$ cat config.mk
export PLATFORM = sky130hd
export DESIGN_NAME = divisor_restoring_flat
export DESIGN_NICKNAME = d
export VERILOG_FILES = /design/src/rtl/divisor_restoring_if.sv /design/src/rtl/divisor_restoring.sv /design/src/flat_wrapper.sv
export SDC_FILE = /design/constraint.sdc
export NUM_CORES = 1
export LEC_CHECK = 0
export CORE_MARGIN = 8
export CORE_UTILIZATION = 53
export DETAILED_ROUTE_END_ITERATION = 10
export PLACE_DENSITY = 0.77
export SLEW_MARGIN = 20
export SYNTH_ARGS = -nofsm -noshare
export SYNTH_HDL_FRONTEND = slang
export SYNTH_SLANG_ARGS = --single-unit
$ cat constraint.sdc
create_clock -name CLK -period 5 [get_ports CLK]
set_input_delay 1 -clock CLK [delete_from_list [all_inputs] [get_ports CLK]]
set_output_delay 1 -clock CLK [all_outputs]
set_load 0.02 [all_outputs]
$ cat src/rtl/divisor_restoring_if.sv
// Launch/result bundle for the restoring divider: the controller drives the
// operands and Start, and the divider returns the quotient, remainder and status.
interface divisor_restoring_if #(parameter int WIDTH = 32);
    logic             Start;
    logic             Signed;
    logic [WIDTH-1:0] Num;
    logic [WIDTH-1:0] Den;
    logic [WIDTH-1:0] Coc;
    logic [WIDTH-1:0] Res;
    logic             Done;
    logic             Busy;
    logic             DivZero;
    logic             Ovf;

    modport master (output Start, Signed, Num, Den,
                    input  Coc, Res, Done, Busy, DivZero, Ovf);
    modport slave  (input  Start, Signed, Num, Den,
                    output Coc, Res, Done, Busy, DivZero, Ovf);
endinterface

$ cat src/rtl/divisor_restoring.sv
// Iterative shift-subtract divider: one quotient bit per cycle on operand
// magnitudes, with the signs applied in a final fix-up cycle.
module divisor_restoring #(
    parameter int WIDTH = 32
) (
    input logic CLK,
    input logic RSTa,
    divisor_restoring_if.slave bus
);
    localparam int CNT_W = $clog2(WIDTH + 1);
    localparam logic [WIDTH-1:0] MIN = {1'b1, {(WIDTH-1){1'b0}}};

    typedef enum logic [1:0] {IDLE, CALC, FIX} state_t;
    state_t state, state_nx;

    logic [WIDTH-1:0] dvd, rem, den;
    logic [WIDTH-1:0] num_mag, den_mag;
    logic [WIDTH-1:0] coc_q, res_q;
    logic [CNT_W-1:0] cnt;
    logic             qsign, rsign, zflag, oflag;
    logic             done_q, busy_q, dz_q, ovf_q;
    logic [WIDTH:0]   shifted, trial;

    assign bus.Coc     = coc_q;
    assign bus.Res     = res_q;
    assign bus.Done    = done_q;
    assign bus.Busy    = busy_q;
    assign bus.DivZero = dz_q;
    assign bus.Ovf     = ovf_q;

    // |MIN| still fits in WIDTH unsigned bits, so no widening is needed
    always_comb begin
        num_mag = (bus.Signed && bus.Num[WIDTH-1]) ? -bus.Num : bus.Num;
        den_mag = (bus.Signed && bus.Den[WIDTH-1]) ? -bus.Den : bus.Den;
        shifted = {rem, dvd[WIDTH-1]};
        trial   = shifted - {1'b0, den};
    end

    always_ff @(posedge CLK or negedge RSTa) begin
        if (!RSTa) state <= IDLE;
        else       state <= state_nx;
    end

    always_comb begin
        state_nx = state;
        case (state)
            IDLE:    if (bus.Start) state_nx = (bus.Den == '0) ? FIX : CALC;
            CALC:    if (cnt == CNT_W'(1)) state_nx = FIX;
            FIX:     state_nx = IDLE;
            default: state_nx = IDLE;
        endcase
    end

    always_ff @(posedge CLK or negedge RSTa) begin
        if (!RSTa) begin
            dvd    <= '0;
            rem    <= '0;
            den    <= '0;
            cnt    <= '0;
            qsign  <= 1'b0;
            rsign  <= 1'b0;
            zflag  <= 1'b0;
            oflag  <= 1'b0;
            coc_q  <= '0;
            res_q  <= '0;
            done_q <= 1'b0;
            busy_q <= 1'b0;
            dz_q   <= 1'b0;
            ovf_q  <= 1'b0;
        end else begin
            case (state)
                IDLE: begin
                    done_q <= 1'b0;
                    if (bus.Start) begin
                        busy_q <= 1'b1;
                        rem    <= '0;
                        cnt    <= CNT_W'(WIDTH);
                        den    <= den_mag;
                        zflag  <= (bus.Den == '0);
                        oflag  <= bus.Signed && (bus.Num == MIN) && (bus.Den == '1);
                        qsign  <= bus.Signed && (bus.Num[WIDTH-1] ^ bus.Den[WIDTH-1]);
                        rsign  <= bus.Signed && bus.Num[WIDTH-1];
                        // on divide-by-zero the raw dividend is what gets reported
                        dvd    <= (bus.Den == '0) ? bus.Num : num_mag;
                    end
                end
                CALC: begin
                    dvd <= {dvd[WIDTH-2:0], ~trial[WIDTH]};
                    rem <= trial[WIDTH] ? shifted[WIDTH-1:0] : trial[WIDTH-1:0];
                    cnt <= cnt - CNT_W'(1);
                end
                FIX: begin
                    done_q <= 1'b1;
                    busy_q <= 1'b0;
                    dz_q   <= zflag;
                    ovf_q  <= oflag;
                    if (zflag) begin
                        coc_q <= '1;
                        res_q <= dvd;
                    end else begin
                        coc_q <= qsign ? -dvd : dvd;
                        res_q <= rsign ? -rem : rem;
                    end
                end
                default: ;
            endcase
        end
    end
endmodule

$ cat src/flat_wrapper.sv
// flat-port wrapper written by rule: the top's interface ports become plain ports
module divisor_restoring_flat 
#(
    parameter int WIDTH = 32
)
  (CLK, RSTa, bus_Start, bus_Signed, bus_Num, bus_Den, bus_Coc, bus_Res, bus_Done, bus_Busy, bus_DivZero, bus_Ovf);
  divisor_restoring_if #(.WIDTH(WIDTH)) bus_i ();
  input logic CLK;
  input logic RSTa;
  input wire logic [$bits(bus_i.Start)-1:0] bus_Start;
  input wire logic [$bits(bus_i.Signed)-1:0] bus_Signed;
  input wire logic [$bits(bus_i.Num)-1:0] bus_Num;
  input wire logic [$bits(bus_i.Den)-1:0] bus_Den;
  output wire logic [$bits(bus_i.Coc)-1:0] bus_Coc;
  output wire logic [$bits(bus_i.Res)-1:0] bus_Res;
  output wire logic [$bits(bus_i.Done)-1:0] bus_Done;
  output wire logic [$bits(bus_i.Busy)-1:0] bus_Busy;
  output wire logic [$bits(bus_i.DivZero)-1:0] bus_DivZero;
  output wire logic [$bits(bus_i.Ovf)-1:0] bus_Ovf;
  assign bus_i.Start = bus_Start;
  assign bus_i.Signed = bus_Signed;
  assign bus_i.Num = bus_Num;
  assign bus_i.Den = bus_Den;
  assign bus_Coc = bus_i.Coc;
  assign bus_Res = bus_i.Res;
  assign bus_Done = bus_i.Done;
  assign bus_Busy = bus_i.Busy;
  assign bus_DivZero = bus_i.DivZero;
  assign bus_Ovf = bus_i.Ovf;
  divisor_restoring #(.WIDTH(WIDTH)) u_core (.CLK(CLK), .RSTa(RSTa), .bus(bus_i));
endmodule
# Yosys cells after proc, flatten, opt, wreduce, memory -nomap -nowiden

Index checks and enable logic that the tools add are counted.

Flip-flop bits (word level): 176
Latch bits: 0
Memory bits (writable): 0
Bits in read-only memories: 0
Input port bits: 68
Output and inout port bits: 68
Memories kept: 0

Add/subtract/negate cells: 6
$mul: 0
Divide/modulo/power cells: 0
Magnitude comparators: 0
Equal/unequal tests: 7
Shift operators: 0
Mux-type cells: 21
Bitwise operators: 2
Reductions and logical operators: 13

Operators with widths:

| operator                                          | number |
|---|---|
| 2-to-1 mux 32 bit                                 | 10 |
| negation 32 bit                                   | 4 |
| case mux 32 bit (2 select lines)                  | 2 |
| == test 32 bit (second input constant)            | 2 |
| subtractor 33 x 32 -> 33 bit                      | 1 |
| logical NOT 32 bit                                | 1 |
| case mux 6 bit (2 select lines)                   | 1 |
| AND reduction 2 bit                               | 4 |
| == test 6 x 1 -> 1 bit (second input constant)    | 1 |
| 2-to-1 mux 2 bit                                  | 3 |
| 2-to-1 mux 6 bit                                  | 1 |
| subtractor 6 x 1 -> 6 bit (second input constant) | 1 |
| logical AND 1 bit                                 | 5 |
| case mux 1 bit (2 select lines)                   | 2 |
| case mux 2 bit (2 select lines)                   | 1 |
| nonzero test 2 bit                                | 2 |
| == test 2 x 1 -> 1 bit (second input constant)    | 1 |
| == test 2 bit (second input constant)             | 1 |
| logical NOT 2 bit                                 | 1 |
| != test 2 x 1 -> 1 bit (second input constant)    | 1 |
| != test 2 bit (second input constant)             | 1 |
| 2-to-1 mux 1 bit                                  | 1 |
| NOT 1 bit                                         | 1 |
| XOR 1 bit                                         | 1 |

# Logic depth before layout (Yosys ltp)

Depth after elaboration: 5
Depth in mapped cells: 13

# Worst setup path before layout

No wires, ideal clock.

Path type: input port to flip-flop
From: in bus_Den[5]
To: reg u_core.dvd[23]
Arrival time: 3241 ps
Required time: 4867 ps
Slack: 1626 ps
Stages: 10
Path through: or4_1 -> nor4_1 -> nand4_1 -> nor4_2 -> or2_2 -> clkbuf_1 -> buf_4 -> nor2_1 -> xnor2_1 -> o21ai_0

Cells in the longest elaborated chain, start to end: 4

Ends and longest elaborated chain:

| element                          | RTL line                | source |
|---|---|---|
| start, declared                  | flat_wrapper.sv:13      | `input wire logic [$bits(bus_i.Den)-1:0] bus_Den;` |
| logical NOT 32 bit               | divisor_restoring.sv:84 | `dvd <= (bus.Den == '0) ? bus.Num : num_mag;` |
| 2-to-1 mux 32 bit                | divisor_restoring.sv:84 |  |
| 2-to-1 mux 32 bit                | divisor_restoring.sv:74 | `if (bus.Start) begin` |
| case mux 32 bit (2 select lines) | divisor_restoring.sv:71 | `case (state)` |
| end signal, assigned             | divisor_restoring.sv:84 |  |
| end signal, assigned             | divisor_restoring.sv:88 | `dvd <= {dvd[WIDTH-2:0], ~trial[WIDTH]};` |
| end, declared                    | divisor_restoring.sv:16 | `logic [WIDTH-1:0] dvd, rem, den;` |

Every way passes these cells. The select of a mux whose other input is x is not followed.
A chain may end at the register's enable or synchronous reset.

# Worst setup path in the final report

From: reg u_core.dvd[31]
To: reg u_core.rem[27]

Cells in the longest elaborated chain, start to end: 3

Ends and longest elaborated chain:

| element                          | RTL line                | source |
|---|---|---|
| subtractor 33 x 32 -> 33 bit     | divisor_restoring.sv:36 | `trial = shifted - {1'b0, den};` |
| 2-to-1 mux 32 bit                | divisor_restoring.sv:89 | `rem <= trial[WIDTH] ? shifted[WIDTH-1:0] : trial[WIDTH-1:0];` |
| case mux 32 bit (2 select lines) | divisor_restoring.sv:71 |  |
| end signal, assigned             | divisor_restoring.sv:89 |  |
| end, declared                    | divisor_restoring.sv:16 |  |

Every way passes these cells.

==> flow_summary.yaml <==
worst_setup_path:
  worstPathRequired_ns: 5.35
  crit_path_end_kind: "flop"
  setup.worst_path.start_class: "flop"
  timing.critical_path.fanout_max: 8
  criticalPathCategory: "reg2reg"
  timing.critical_path.arrival_ns: 4.24
sta:
  finalHoldViolCount: 0
  rsz_0062_raised_after_global_routing: "false"
  timing_worst_slew_pin_value_ns: 1.08
  period_share: 0.778
  timing.setup.tns_ns: 0
  finClkSkew_ns: 0.0129
  slew_headroom: 0.282
  finalCriticalPeriod_ns: 3.89
  worst_hold_slack_ns: 0.483
  timing.fmax_mhz: 257
  report.final.setup_viol: 0
  report.final.slew_viol_count: 0
  postLayoutSetupSlackWorst_ns: 1.11
floorplan:
  chipHeight_um: 167
  die_area_um2: 27800
  coreArea_um2: 22500
  rows: 55
  initial_core_util: 0.535
  die_width_um: 167
  floorplan.io_pins: 136
run:
  maxCapViolations: 0
place:
  dp_hpwl_um: 27500
  gpl_wtd_cong: 0.969
  buffer_ports.inserted: 135
  post_dp_cell_area_um2: 13500
  place_ws_ns: 0.894
  place.detailed.instances: 1802
clock_tree:
  numClockSinks: 176
  clock_insertion_delay_at_the_later_pin_of_the_skew_report_ns: 0.44
  hold_buffers: 0
  cts.root.buffer_cell: "sky130_fd_sc_hd__clkbuf_16"
  cts-root-to-sink-buffers: 2
  clock_tree.htree_level_count: 4
  clkTransAtPathRegs_ns: 0.08
  ctsResizeCount: 0
  clock_tree_from_tritoncts: "built"
  cts_setup_buffers: 0
  cts-buffers-inserted: 17
global_route:
  grt_max_degree: 104
  grt_pass1_wl_um: 59600
  grtUsageTotal: 0.264
  grt_pass1_vias: 11000
  antenna_violations_before_repair: 0
  grt_remaining_overflow: 0
logic_synthesis:
  synth_top_area_cell: "sky130_fd_sc_hd__dfrtp_1"
  synth.yosys.seq_area_share: 0.366
  netlist_instances: 1464
  async_set_reset_flop_share_out_of_synthesis: 1.00
  syn_avg_cell_area_um2: 8.22
  syn-num-nets: 1572
  ys_types: 64
  synth_ff_type: "sky130_fd_sc_hd__dfrtp_1"
  synthesis.area_um2: 12000
  yosys_warnings: 0
  synth_top_area_frac: 0.366
  yosys_reg_bits: 176
  synth-edff-count: 0
  post_synth_main_area_contributors: "sky130_fd_sc_hd__dfrtp_1 37%, sky130_fd_sc_hd__o21ai_0 6.7%, sky130_fd_sc_hd__nand2_1 5.9%"
route:
  wire_per_inst_um: 20.2
  firstDrtPassIters: 6
  final_antenna_violating_net_count: 0
  routed_wirelength_um: 37100
  detailedRoute.firstIterationViolations: 1113
  drc: 0
  via_count: 11600
  detail_route.vias_per_cell: 6.32
final_layout:
  most_used_cells_in_the_layout_excluding_fill_and_tap_cells: "188 x sky130_fd_sc_hd__nand2_1, 176 x sky130_fd_sc_hd__dfrtp_1, 159 x sky130_fd_sc_hd__o21ai_0"
  post-route-util: 0.630
  layout.nets: 1645
  final_cell_count_no_fill: 1835
  antenna_cells: 0
  most_common_cell_after_layout_fill_and_taps_aside: "sky130_fd_sc_hd__nand2_1"
  layout_cell_share_with_drive_strength_beyond_1: 0.0516
  areaGrowthSynthToFinish_pct: 17.8
  postLayoutCellArea_um2: 14200
power:
  total_leakage_power_nw: 5.80
  power.density_cell_area_nw_per_um2: 769
  p_total_mw: 10.9
  irDropWorstVdd_mv: 0.482
run_status:
  outcome: "completed"
worst_hold_path:
  hold_path.class: "reg2reg"
==> logic make-up after synthesis <==
logic type	after synthesis	synth area share
xor+xnor	138	0.100
mux	6	0.00499
flops	176	0.366
simple gates	501	0.200
fa+ha+maj	40	0.0422
compound gates	453	0.239
buf+inv	150	0.0483
==> critical path, cell delays in order (launching register included) <==
cell	delay [ns]
sky130_fd_sc_hd__dfrtp_1	0.37
sky130_fd_sc_hd__inv_1	0.10
sky130_fd_sc_hd__ha_1	0.21
sky130_fd_sc_hd__fa_1	0.38
sky130_fd_sc_hd__nor2b_1	0.24
sky130_fd_sc_hd__o31ai_1	0.14
sky130_fd_sc_hd__a31oi_1	0.39
sky130_fd_sc_hd__a21oi_1	0.28
sky130_fd_sc_hd__nor4_1	0.57
sky130_fd_sc_hd__nor3_2	0.21
sky130_fd_sc_hd__buf_4	0.23
sky130_fd_sc_hd__or4_1	0.51
sky130_fd_sc_hd__o211ai_1	0.16
==> sequential cells by signal, summed over array words and instances, names as in the netlist <==
| name | flops |
|---|---|
| u_core.rem | 32 |
| u_core.bus.Coc | 32 |
| u_core.den | 32 |
| u_core.oflag | 1 |
| u_core.qsign | 1 |
| u_core.dvd | 32 |
| u_core.cnt | 6 |
| u_core.state | 2 |
| u_core.bus.Ovf | 1 |
| u_core.bus.DivZero | 1 |
| u_core.bus.Res | 32 |
| u_core.rsign | 1 |
| u_core.zflag | 1 |
| u_core.bus.Done | 1 |
| u_core.bus.Busy | 1 |
==> where the power goes <==
part           internal [mW]  leakage [nW]  total (mW)  switching (mW)
Clock                  0.774         0.309        1.44           0.666
Combinational           2.74          3.27        6.40            3.66
Sequential              2.07          2.22        3.06           0.985
==> routing by layer <==
| metal | GRT usage | vias up | share of wire |
|---|---|---|---|
| li1 | - | 5453 | - |
| met1 | 0.371 | 5508 | 0.44 |
| met2 | 0.391 | 554 | 0.43 |
| met3 | 0.0506 | 91 | 0.084 |
| met4 | 0.111 | 0 | 0.038 |
| met5 | 0 | - | 0 |
==> final timing paths <==
check / start / end / slack (ns) / cells past startpoint
setup / recovery: u_core.dvd[31] / u_core.rem[27] / 1.11 / 12
hold / removal: u_core.bus.Res[7] / u_core.bus.Res[7] / 0.48 / 2
setup reg to reg: u_core.dvd[31] / u_core.rem[27] / 1.11 / 12
hold reg to reg: u_core.bus.Res[7] / u_core.bus.Res[7] / 0.48 / 2
max in group asynchronous: RSTa / u_core.bus.Res[2] / 3.23 / 2
min in group asynchronous: RSTa / u_core.den[20] / 0.68 / 1
==> synthesized netlist by cell type, drive strengths merged, types with 16 or more instances <==
cell	n
nand2	188
dfrtp	176
o21ai	160
nor2	94
clkbuf	84
a21oi	81
xor2	74
xnor2	64
inv	51
nand3	49
ha	39
o211ai	35
o31ai	34
nand4	31
a22oi	30
nor3	27
or4	22
a31oi	21
nor4	19
or3	18
o41ai	16
==> layout make-up <==
class                      count  area [µm²]
fill                        1929        8320
sequential                   176        4400
timing repair buffer         153        1510
tap                          285         357
multi-input combinational   1138        7090
clock inverter                15         206
clock buffer                  17         425
inverter                      51         191
Note: power is estimated with default switching activity, not from simulation.
